File: src/rtl/mean_square_acc.sv
// Streaming mean-square accumulator: averages the squares of 2^LOG2N samples.
// Optional MEAN_SQ_ROUND_EN selects round-half-up division instead of truncation.
module mean_square_acc #(
  parameter int DATA_W = 8,
  parameter int LOG2N  = 4,
  parameter int OUT_W  = 16
) (
  input  logic                     clk,
  input  logic                     rst,
  input  logic signed [DATA_W-1:0] in_data,
  input  logic                     in_valid,
  output logic                     in_ready,
  output logic [OUT_W-1:0]         out_data,
  output logic                     out_valid,
  input  logic                     out_ready
);

  localparam int SQ_W  = 2 * DATA_W;
  localparam int ACC_W = SQ_W + LOG2N;
  localparam int RES_W = ACC_W + 1 - LOG2N;
  localparam int CMP_W = (RES_W > OUT_W) ? RES_W : OUT_W;

`ifdef MEAN_SQ_ROUND_EN
  localparam logic [ACC_W:0] ROUND_ADD = (ACC_W + 1)'(1) << (LOG2N - 1);
`else
  localparam logic [ACC_W:0] ROUND_ADD = '0;
`endif

  typedef enum logic {ACCUM, HOLD} state_t;

  state_t             state_reg, state_next;
  logic [ACC_W-1:0]   acc_reg;
  logic [LOG2N-1:0]   count_reg;
  logic [OUT_W-1:0]   out_data_reg;

  logic signed [SQ_W-1:0] data_ext;
  logic signed [SQ_W-1:0] product;
  logic [SQ_W-1:0]        square;
  logic [ACC_W:0]         window_sum;
  logic [RES_W-1:0]       result;
  logic [CMP_W-1:0]       result_ext;
  logic [CMP_W-1:0]       max_ext;
  logic [OUT_W-1:0]       result_sat;
  logic                   accept;
  logic                   last_sample;

  // The true square never exceeds 2^(2*DATA_W-2), so the truncated product is exact.
  assign data_ext = {{DATA_W{in_data[DATA_W-1]}}, in_data};
  assign product  = data_ext * data_ext;
  assign square   = $unsigned(product);

  assign window_sum = {1'b0, acc_reg} + (ACC_W + 1)'(square) + ROUND_ADD;
  assign result     = window_sum[ACC_W:LOG2N];
  assign result_ext = CMP_W'(result);
  assign max_ext    = CMP_W'({OUT_W{1'b1}});
  assign result_sat = (result_ext > max_ext) ? {OUT_W{1'b1}} : result_ext[OUT_W-1:0];

  assign in_ready    = (state_reg == ACCUM);
  assign out_valid   = (state_reg == HOLD);
  assign out_data    = out_data_reg;
  assign accept      = in_valid & in_ready;
  assign last_sample = (count_reg == {LOG2N{1'b1}});

  always_ff @(posedge clk) begin
    if (rst) begin
      state_reg <= ACCUM;
    end else begin
      state_reg <= state_next;
    end
  end

  always_comb begin
    state_next = state_reg;
    case (state_reg)
      ACCUM: if (accept && last_sample) state_next = HOLD;
      HOLD:  if (out_ready) state_next = ACCUM;
      default: state_next = ACCUM;
    endcase
  end

  always_ff @(posedge clk) begin
    if (rst) begin
      acc_reg      <= '0;
      count_reg    <= '0;
      out_data_reg <= '0;
    end else if (accept) begin
      if (last_sample) begin
        out_data_reg <= result_sat;
        acc_reg      <= '0;
        count_reg    <= '0;
      end else begin
        acc_reg   <= acc_reg + ACC_W'(square);
        count_reg <= count_reg + 1'b1;
      end
    end
  end

endmodule

File: config.mk
export PLATFORM = sky130hd
export DESIGN_NAME = mean_square_acc
export DESIGN_NICKNAME = d
export VERILOG_FILES = /design/src/rtl/mean_square_acc.sv
export SDC_FILE = /design/constraint.sdc
export NUM_CORES = 1
export LEC_CHECK = 0
export BUFFER_PORTS_ARGS = -buffer_cell sky130_fd_sc_hd__buf_2
export CAP_MARGIN = 20
export CELL_PAD_IN_SITES_DETAIL_PLACEMENT = 0
export CELL_PAD_IN_SITES_GLOBAL_PLACEMENT = 1
export CORE_AREA = 2 2 109 111
export CTS_CLUSTER_SIZE = 8
export DETAILED_ROUTE_END_ITERATION = 10
export DIE_AREA = 0 0 111 113
export PLACE_DENSITY_LB_ADDON = 0.2
export SLEW_MARGIN = 15
export SYNTH_ARGS = -nofsm -noshare
export SYNTH_HDL_FRONTEND = slang
export SYNTH_SLANG_ARGS = --single-unit
File: constraint.sdc
create_clock -name clk -period 6.5 [get_ports clk]
set_clock_uncertainty 0.15 [all_clocks]
set_input_delay 0.65 -clock clk [delete_from_list [all_inputs] [get_ports clk]]
set_output_delay 0.65 -clock clk [all_outputs]
set_load 0.05 [all_outputs]
### After elaboration in Yosys (flattened, before gate mapping)

Cells that the tools add are included.

| operators by class | value |
|---|---|
| add/sub/neg operators | 3 |
| $mul | 1 |
| div/mod/pow operators | 0 |
| $lt $le $gt $ge | 1 |
| eq/ne operators | 1 |
| shift operators | 0 |
| muxes and demuxes | 6 |
| bitwise operators | 2 |
| reductions and logical operators | 2 |

Operators by type and width:

| kind | number |
|---|---|
| $add A20 B16 Y21 | 1 |
| $add A20 B16 Y20 | 1 |
| $mux W20 | 1 |
| $gt A17 B16 Y1 const B | 1 |
| $mul A8 B8 Y16 | 1 |
| $mux W16 | 1 |
| $add A4 B1 Y4 const B | 1 |
| $eq A4 B4 Y1 const B | 1 |
| $mux W4 | 1 |
| $mux W1 | 2 |
| $pmux W1 S2 | 1 |
| $reduce_and A2 Y1 | 1 |
| $and A1 B1 Y1 | 1 |
| $logic_and A1 B1 Y1 | 1 |
| $not A1 Y1 | 1 |

| storage, ports and cells | value |
|---|---|
| register bits after elaboration | 41 |
| bits in latches | 0 |
| RAM bits | 0 |
| bits in read-only memories | 0 |
| input port bits | 12 |
| output and inout port bits | 18 |
| logic and storage cells | 20 |
| memories kept | 0 |

### Logic depth before layout (Yosys ltp)

| logic depth | value |
|---|---|
| depth after elaboration | 5 |
| mapped depth | 26 |
| depth with buffers taken out | 24 |

### Worst setup path before layout

No wires, ideal clock.

| path | value |
|---|---|
| kind | input to register |
| from | input port in_data[7] |
| to | register out_data_reg[10], in the netlist out_data[10] |
| setup time | 143 ps |
| arrival time | 5819 ps |
| required time | 6207 ps |
| setup slack | 388 ps |
| stages | 23 |
| path buffers | 3 |
| cells stage by stage | clkbuf_1 -> nand2_1 -> inv_1 -> fa_1 -> fa_1 -> fa_1 -> inv_1 -> fa_1 -> inv_1 -> ha_1 -> nor3_1 -> o211ai_1 -> a31o_2 -> a21oi_1 -> xnor2_1 -> ha_1 -> buf_2 -> or2_2 -> a21oi_1 -> a21oi_1 -> a31oi_4 -> buf_6 -> a211oi_2 |

| between the ends | value |
|---|---|
| word-level cells in the longest chain between the ends | 4 |

Ends and longest elaborated chain:

| what | RTL line | RTL |
|---|---|---|
| start, declared | 10 | `input logic signed [DATA_W-1:0] in_data,` |
| $mul A8 B8 Y16 * | 49 | `assign product = data_ext * data_ext;` |
| $add A20 B16 Y21 * | 52 | `assign window_sum = {1'b0, acc_reg} + (ACC_W + 1)'(square) + ROUND_ADD;` |
| $gt A17 B16 Y1 | 56 | `assign result_sat = (result_ext > max_ext) ? {OUT_W{1'b1}} : result_ext[OUT_W-1:0];` |
| $mux W16 * | 56 |  |
| end signal, assigned | 88 | `out_data_reg <= result_sat;` |
| end, declared | 34 | `logic [OUT_W-1:0] out_data_reg;` |

Every way passes the cells marked *; elsewhere a longest branch is shown, timed or not.
A chain may end at the register's enable or synchronous reset.

### Final worst setup path

| path | value |
|---|---|
| from | input port in_data[7] |
| to | register out_data_reg[0], in the netlist out_data[0] |

| between the ends | value |
|---|---|
| word-level cells in the longest chain between the ends | 4 |

Ends and longest elaborated chain:

| what | RTL line |
|---|---|
| $mul A8 B8 Y16 | 49 |
| $add A20 B16 Y21 | 52 |
| $gt A17 B16 Y1 | 56 |
| $mux W16 | 56 |

Every way passes these cells.

==> flow_summary.toml <==
[drt]
drtPass1Iterations = 4
wirelength_mm = 10.55
wl_per_cell_um = 14.47
drc = 0
num_vias = 3824
final_antenna_net_count = 0
drtIter0Drc = 134
vias_per_cell = 5.246

[worst_setup_path]
cp_cell_sequence = "buf_2 -> nand2_1 -> inv_1 -> fa_1 -> inv_1 -> fa_1 -> fa_1 -> fa_1 -> inv_1 -> ha_1 -> and4_1 -> a21oi_1 -> nand2_1 -> xor2_1 -> ha_1 -> nand2_1 -> o21bai_1 -> a21oi_1 -> a31oi_4 -> buf_12 -> a211oi_1"
worstReg2RegStart = "acc_reg[6]"
worst_path_dominant_cell_family = "adder cells"
criticalPathCategory = "primary input to flip-flop"
start_kind = "primary input"
worst-r2r-setup-slack_ns = 3.98
worst-path-buf-inv = 5
crit_start = "in_data[7]"
path_max_fanout = 15
cpMostUsedCell = "fa_1"
arrival_ns = 6.22
max_stage_delay_ns = 0.66
cpMaxStageDelayCell = "fa_1"
required_ns = 6.54
cp-end-kind = "flip-flop"

[die]
floorplan.rows = 39
die_x_um = 111
start_util_pct = 42.32
core-area_mm2 = 0.01127
io_pins = 30
die_y_um = 113
die-area_mm2 = 0.01254

[synth]
synth-seq-area-share_pct = 17.20
yosysUniqueCellTypes = 64
synth-edff-count = 0
synthArstFlopShare_pct = 0
syn_area_mm2 = 0.004771
ys_ff_latch = 41
synth_warnings = 0
ys.flop_type = "dfxtp_1"
syn_inst = 569
avgSynthCellArea_um2 = 8.385
synth_nets = 665

[layout]
fin_util_pct = 45.85
final_nets = 681
drive_gt1_share_pct = 12.46
antenna_cells = 0
fillers = 1132
largest_reg_flops = 20
finalInstanceArea_mm2 = 0.005169
synthToLayoutAreaGrowth_pct = 8.340

[clock_tree]
clkTransAtPathRegs_ns = 0.06
cts_tree = "yes"
post-cts-setup-buffers = 0
cts_buffers = 5
clock_path_buffers = 2
clock_sinks = 41
ctsHoldBuffers = 0
clk_latency_ns = 0.28
ctsResizeCount = 0
cts_htree_levels = 2
cts_root_buf = "clkbuf_16"

[global_routing]
grt_pass1_vias = 3818
grt_max_degree = 47
antenna_found_initial = 0
grtUsageTotal_pct = 17.46
grt_pass1_wl_mm = 18.31
grt-ovfl-total = 0

[timing]
hold_slack_ns = 0.3059
fmax_mhz = 161.7
hold_violations = 0
rsz0062_at_grt = "false"
slew_viol_final = 0
setup_violations = 0
max_slew_margin_pct = 37.32
fin_crit_ns = 6.186
post-route-period-util_pct = 95.17
worstMarginPinSlew_ns = 0.9401

[run_status]
status = "finished clean"

[placement]
place_area_mm2 = 0.005026
gp_congestion = 0.8355
dp_hpwl_mm = 8.500
io_buffers = 29

[hold_path]
hold_path_class = "flip-flop to flip-flop"
min-delay-start = "acc_reg[2]"

[flow_run]
cap_viol_max_count = 0
-- path summary, 6_finish.rpt --
check                                    to  depth (start not counted)
worst max-delay path            out_data[0]                         21
worst min-delay path             acc_reg[2]                          2
worst max register to register  acc_reg[15]                          7
worst min register to register   acc_reg[2]                          2
-- cells by family (layout without fill, tap and decap cells) --
logic type | after synthesis | in the layout | synth area share (%)
adder cells (fa/ha/maj) | 84 | 84 | 28.80
multiplexers | 2 | 2 | 0.4458
XOR/XNOR | 33 | 33 | 6.058
flip-flops | 41 | 41 | 17.20
AND/OR/NAND/NOR | 172 | 172 | 17.97
buffers and inverters | 110 | 127 | 9.336
AO/OA/AOI/OAI | 127 | 127 | 20.19
-- tightest hold or removal path: stages (launching register included) --
cell	delay, ns
dfxtp_1	0.31
nand2_1	0.05
a21oi_1	0.05
-- cell type report --
type / count / area [µm²] / share of cell area, %
clock buffers: 5 / 125.1 / 2.421
clock inverters: 3 / 17.52 / 0.3389
inverters: 83 / 311.5 / 6.028
multi-input cells: 418 / 3505 / 67.80
flip-flops and latches: 41 / 820.8 / 15.88
well taps: 143 / 178.9 / 3.462
repair buffers: 36 / 210.2 / 4.067
-- through the flow --
| stage | worst slack [ns] | TNS (ns) | cells |
|---|---|---|---|
| 6_report | 0.3141 | 0 | 729 |
| 5_1_grt | 0.008896 | 0 | 729 |
| 2_1_floorplan | 0.3880 | 0 | 569 |
| 4_1_cts | 0.2724 | 0 | 729 |
| 3_5_place_dp | -0.03070 | -0.05753 | 721 |
| 3_3_place_gp | 0.05734 | 0 | 721 |
-- layer usage --
metal | track usage (%) | vias to the layer above | routed length (µm)
met4 | 4.000 | 0 | 110
met2 | 31.41 | 53 | 5048
li1 | - | 1934 | -
met1 | 23.03 | 1829 | 5219
met3 | 1.339 | 8 | 166
met5 | 0 | - | 0
-- layout by cell type (no fill, tap or decap), types with 3 or more instances in the layout --
cell | synthesis | routed
a211oi_1 | 7 | 7
a211oi_2 | 11 | 11
a21o_1 | 9 | 9
a21oi_1 | 32 | 32
a31oi_1 | 3 | 3
and2_1 | 15 | 15
and3_1 | 3 | 3
buf_2 | 5 | 29
buf_4 | 1 | 6
clkbuf_16 | 0 | 5
dfxtp_1 | 41 | 41
fa_1 | 43 | 43
ha_1 | 41 | 41
inv_1 | 83 | 83
nand2_1 | 41 | 41
nand2b_1 | 5 | 5
nand3_1 | 15 | 15
nand3b_1 | 8 | 8
nand4_1 | 4 | 4
nor2_1 | 44 | 44
nor2b_1 | 12 | 12
nor3_1 | 10 | 10
nor4_1 | 3 | 3
o211ai_1 | 5 | 5
o21a_1 | 3 | 3
o21ai_0 | 23 | 23
o21bai_1 | 3 | 3
or3_1 | 5 | 5
xnor2_1 | 24 | 24
xor2_1 | 9 | 9
-- synthesized netlist by cell type (4+ instances only) --
| cell type | n | area share (%) |
|---|---|---|
| nand4_1 | 4 | 0.52 |
| inv_1 | 83 | 6.5 |
| xnor2_1 | 24 | 4.4 |
| nor2b_1 | 12 | 1.6 |
| a21oi_1 | 32 | 3.4 |
| nand3b_1 | 8 | 1.3 |
| o21ai_0 | 23 | 2.4 |
| a211oi_2 | 11 | 2.9 |
| nor3_1 | 10 | 1.0 |
| nand2_1 | 41 | 3.2 |
| o211ai_1 | 5 | 0.79 |
| nand2b_1 | 5 | 0.66 |
| nand3_1 | 15 | 1.6 |
| clkbuf_1 | 18 | 1.4 |
| and2_1 | 15 | 2.0 |
| ha_1 | 41 | 11 |
| dfxtp_1 | 41 | 17 |
| fa_1 | 43 | 18 |
| buf_2 | 5 | 0.52 |
| or3_1 | 5 | 0.66 |
| a21o_1 | 9 | 1.4 |
| a211oi_1 | 7 | 1.1 |
| nor2_1 | 44 | 3.5 |
| xor2_1 | 9 | 1.7 |
Power is left out: the tool's default activity adds up to more than one toggle a clock period on the data nets, which glitch-free logic cannot reach.
